[src/rtl/dct_ser8xn_unload.sv]
// ============================================================================
// Module   : dct_ser8xn_unload
// Function : Double-buffered 8-word row unloader for the DCT transpose path.
// Revision : 1.0  initial release
// ============================================================================
`default_nettype none

module dct_ser8xn_unload #(
   parameter int WIDTH = 11
) (
   input  logic             clk,
   input  logic             rst_n,
   input  logic             ld,
   input  logic [WIDTH-1:0] d0,
   input  logic [WIDTH-1:0] d1,
   input  logic [WIDTH-1:0] d2,
   input  logic [WIDTH-1:0] d3,
   input  logic [WIDTH-1:0] d4,
   input  logic [WIDTH-1:0] d5,
   input  logic [WIDTH-1:0] d6,
   input  logic [WIDTH-1:0] d7,
   output logic             ld_ready,
   output logic [WIDTH-1:0] dout,
   output logic [2:0]       ra,
   output logic             dout_valid,
   input  logic             dout_ready,
   output logic [2:0]       row,
   output logic             last,
   output logic             blk_last
);

   localparam logic [2:0] C_LAST_IDX = 3'd7;

   logic [WIDTH-1:0] a_q [8];
   logic [WIDTH-1:0] a_d [8];
   logic [WIDTH-1:0] p_q [8];
   logic [WIDTH-1:0] p_d [8];
   logic             busy_q, busy_d;
   logic             pend_q, pend_d;
   logic [2:0]       cnt_q, cnt_d;
   logic [2:0]       rowcnt_q, rowcnt_d;

   logic [WIDTH-1:0] w_din [8];
   logic             w_xfer;
   logic             w_done;
   logic             w_acc;

   always_comb begin
      w_din[0] = d0;
      w_din[1] = d1;
      w_din[2] = d2;
      w_din[3] = d3;
      w_din[4] = d4;
      w_din[5] = d5;
      w_din[6] = d6;
      w_din[7] = d7;
   end

   assign w_xfer = busy_q & dout_ready;
   assign w_done = w_xfer & (cnt_q == C_LAST_IDX);
   assign w_acc  = ld & ~pend_q;

   always_comb begin
      a_d      = a_q;
      p_d      = p_q;
      busy_d   = busy_q;
      pend_d   = pend_q;
      cnt_d    = cnt_q;
      rowcnt_d = rowcnt_q;

      if (w_xfer && !w_done) begin
         cnt_d = cnt_q + 3'd1;
      end
      if (w_done) begin
         rowcnt_d = rowcnt_q + 3'd1;
      end

      // A load landing on an idle unit or on the final transfer bypasses P,
      // which is what keeps back-to-back rows free of bubbles.
      if (w_acc && (!busy_q || w_done)) begin
         a_d    = w_din;
         cnt_d  = 3'd0;
         busy_d = 1'b1;
      end else if (w_acc) begin
         p_d    = w_din;
         pend_d = 1'b1;
      end else if (w_done) begin
         cnt_d = 3'd0;
         if (pend_q) begin
            a_d    = p_q;
            pend_d = 1'b0;
         end else begin
            busy_d = 1'b0;
         end
      end
   end

   always_ff @(posedge clk or negedge rst_n) begin
      if (!rst_n) begin
         for (int i = 0; i < 8; i++) begin
            a_q[i] <= '0;
            p_q[i] <= '0;
         end
         busy_q   <= 1'b0;
         pend_q   <= 1'b0;
         cnt_q    <= 3'd0;
         rowcnt_q <= 3'd0;
      end else begin
         a_q      <= a_d;
         p_q      <= p_d;
         busy_q   <= busy_d;
         pend_q   <= pend_d;
         cnt_q    <= cnt_d;
         rowcnt_q <= rowcnt_d;
      end
   end

   assign dout       = a_q[cnt_q];
   assign ra         = cnt_q;
   assign dout_valid = busy_q;
   assign row        = rowcnt_q;
   assign ld_ready   = ~pend_q;
   assign last       = busy_q & (cnt_q == C_LAST_IDX);
   assign blk_last   = last & (rowcnt_q == C_LAST_IDX);

endmodule

`default_nettype wire

[config.mk]
export PLATFORM = sky130hd
export DESIGN_NAME = dct_ser8xn_unload
export DESIGN_NICKNAME = d
export VERILOG_FILES = /design/src/rtl/dct_ser8xn_unload.sv
export SDC_FILE = /design/constraint.sdc
export NUM_CORES = 1
export LEC_CHECK = 0
export BUFFER_PORTS_ARGS = -buffer_cell sky130_fd_sc_hd__buf_4
export CORE_AREA = 2 2 135 137
export CTS_CLUSTER_DIAMETER = 40
export DETAILED_ROUTE_END_ITERATION = 8
export DIE_AREA = 0 0 137 139
export PLACE_DENSITY = 0.75
export SETUP_SLACK_MARGIN = 0.05
export SYNTH_ARGS = -nofsm -noshare
export SYNTH_HDL_FRONTEND = slang
export SYNTH_SLANG_ARGS = --single-unit
[constraint.sdc]
create_clock -name clk -period 3.75 [get_ports clk]
set_clock_uncertainty 0.15 [all_clocks]
set_input_delay 0.75 -clock clk [delete_from_list [all_inputs] [get_ports clk]]
set_output_delay 0.75 -clock clk [all_outputs]
set_load 0.005 [all_outputs]
==> impl_metrics.env <==
export IMPL_status="finished, final reports clean"
export IMPL_ys_ff_latch=184
export IMPL_p_per_area_mw_per_mm2=804
export IMPL_combPwrFrac_pct=35.1
export IMPL_final_cell_mix="257 x mux2_2, 183 x dfrtp_1, 114 x buf_4"
export IMPL_synth_compound_area_share_pct=0.377
export IMPL_synth_edf_count=0
export IMPL_hold_viol=0
export IMPL_grt_pass1_wl_um=29900
export IMPL_synth_top_family_by_area="multiplexers"
export IMPL_insertion_delay_ns=0.42
export IMPL_fin_crit_sh_pct=85.6
export IMPL_setup_viol=0
export IMPL_async_reset_ff_share_pct=100
export IMPL_placed_area_mm2=0.00971
export IMPL_crit_arrival_ns=2.31
export IMPL_cts_buffers=17
export IMPL_p_switching_w=0.00229
export IMPL_nets=750
export IMPL_dpl_hpwl_um=13000
export IMPL_final_area_mm2=0.0103
export IMPL_netlist_instances=552
export IMPL_p_int_w=0.00597
export IMPL_cts_hold_buf=0
export IMPL_cts_buffer_depth=2
export IMPL_ys_flop_type="dfrtp_1"
export IMPL_chipWidth_um=137
export IMPL_min_path_type="input port to async pin"
export IMPL_fmax_mhz=311
export IMPL_ys_warn_count=0
export IMPL_grt_ovfl_total=0
export IMPL_leakagePower_nw=4.66
export IMPL_viasPerCell=5.57
export IMPL_htree_levels=4
export IMPL_power_frac_clock_pct=21.1
export IMPL_synth_top_cell_area_share_pct=53.3
export IMPL_switching_share_pct=27.7
export IMPL_initial_core_util_pct=48.9
export IMPL_synth_distinct_cells=25
export IMPL_yosysTopAreaCell="dfrtp_1"
export IMPL_post_route_drc_count=0
export IMPL_ctsResizeCount=0
export IMPL_synthToLayoutAreaGrowth_pct=18.9
export IMPL_track_usage_pct=21.0
export IMPL_peakVddDrop_mv=0.408
export IMPL_layout_setup_ws_ns=0.538
export IMPL_grt_pass1_vias=5451
export IMPL_antenna_found_initial=0
export IMPL_drt_first_pass_iters=4
export IMPL_portBuffers=112
export IMPL_end_kind="primary output"
export IMPL_fp_dieArea_mm2=0.0190
export IMPL_num_fill_cells=1355
export IMPL_syn_avg_cell_area_um2=15.6
export IMPL_pre_cts_ws_ns=0.927
export IMPL_synth_area_top_cells="dfrtp_1 53%, mux2_2 34%, mux4_2 5.7%"
export IMPL_seq_power_share_pct=43.8
export IMPL_wirelength_um=18700
export IMPL_syn_area_mm2=0.00864
export IMPL_cap_viol_max_count=0
export IMPL_die_h_um=139
export IMPL_avgRoutedWirePerCell_um=20.9
export IMPL_synth_area_mux_share_pct=42.1
export IMPL_synth_adder_area_share_pct=0.579
export IMPL_synth_simple_area_share_pct=1.19
export IMPL_gp_congestion=0.766
export IMPL_cts_sink_count=184
export IMPL_post_route_min_period_ns=3.21
export IMPL_path_clk_slew_ns=0.06
export IMPL_synth_xor_area_share_pct=0.101
export IMPL_mostFrequentLayoutCell="mux2_2"
export IMPL_rsz0062_at_grt="false"
export IMPL_drive_gt1_share_pct=64.1
export IMPL_rows=49
export IMPL_slew_headroom_pct=45.5
export IMPL_grt_max_degree=90
export IMPL_worst_pin_slew_ns=0.817
export IMPL_ioPinCount=113
export IMPL_ctsRootBufferMaster="clkbuf_16"
export IMPL_synth_fp_nets=648
export IMPL_critPathLaunchType="flip-flop"
export IMPL_crit_fanout=14
export IMPL_ys_seq_area_share_pct=53.3
export IMPL_critPathRequiredTime_ns=2.85
export IMPL_tns_ns=0
export IMPL_cts_setup_buffers=0
export IMPL_finalMaxSlewViolations=0
export IMPL_ant_nets=0
export IMPL_cts_tree="built"
export IMPL_vias=4972
export IMPL_drtIter0Drc=264
export IMPL_core_mm2=0.0177
export IMPL_crit_type="flip-flop to primary output"
==> logic make-up (layout without fill, tap and decap cells) <==
logic type	count (synthesis)	after routing
buf+inv	38	149
compound gates	6	6
flops	184	184
mux	301	301
fa+ha+maj	4	4
other cells	0	1
simple gates	18	18
xor+xnor	1	1
==> power by group through the flow <==
stage	clock network (W)	registers (W)	logic, W
2_1_floorplan	0	0.00330	0.00222
3_3_place_gp	0	0.00359	0.00279
3_5_place_dp	0	0.00366	0.00292
4_1_cts	0.00177	0.00362	0.00294
5_1_grt	0.00187	0.00374	0.00314
6_report	0.00174	0.00362	0.00289
==> routing by layer <==
layer	track usage, %	wire length (um)	up-vias
met5	0	0	-
met4	6.24	311	0
li1	-	-	2234
met1	27.0	7900	2611
met3	5.04	812	22
met2	35.1	9630	105
==> stage by stage <==
step	instances	hold WS, ns	utilization [%]	total power, W
floorplan	552	0.304	-	0.00552
global placement	864	0.331	55.0	0.00637
detailed placement	864	0.336	55.0	0.00657
CTS	892	0.285	58.1	0.00833
global route	892	0.302	58.1	0.00875
finish	893	0.259	58.2	0.00825
==> Yosys cell counts, types with 2 or more instances <==
master      n
ha_1        4
mux2_1     20
mux2_2    257
buf_6       3
buf_1       5
mux4_2     22
buf_4       3
nor2b_1     2
mux2i_1     2
nand2_1     7
dfrtp_1   184
clkbuf_1    4
o21ai_0     5
and3b_1     2
buf_2      22
==> sequential cells by signal, indices dropped and copies added, names as in the netlist <==
signal / count
ra: 3
pend_q: 1
dout_valid: 1
a_q: 88
p_q: 88
row: 3
==> cell type report <==
class | instances | area (um^2) | area share [%]
sequential | 184 | 4610 | 44.9
clock buffer | 23 | 458 | 4.46
timing repair buffer | 120 | 967 | 9.42
inverter | 1 | 3.75 | 0.0366
antenna | 1 | 2.50 | 0.0244
multi-input combinational | 330 | 3840 | 37.4
clock inverter | 5 | 100 | 0.975
tap | 229 | 287 | 2.79
==> critical path, cell delays in order, from the launching register on <==
cell,delay [ns]
dfrtp_2,0.68
buf_12,0.23
mux4_2,0.55
mux2_2,0.28
buf_4,0.13
==> final timing paths <==
path                                       end  cells past startpoint  slack [ns]           startpoint
min in group clk           p_q[24]$_DFFE_PN0P_                      1        0.35  p_q[24]$_DFFE_PN0P_
max                                    dout[4]                      4        0.54      ra[0]$_DFF_PN0_
min reg2reg                p_q[24]$_DFFE_PN0P_                      1        0.35  p_q[24]$_DFFE_PN0P_
max in group asynchronous      ra[0]$_DFF_PN0_                      2        2.23                rst_n
min                         p_q[3]$_DFFE_PN0P_                      1        0.26                rst_n
max reg2reg                p_q[31]$_DFFE_PN0P_                      6        0.89      ra[0]$_DFF_PN0_
Power figures use the tool's default switching activity.
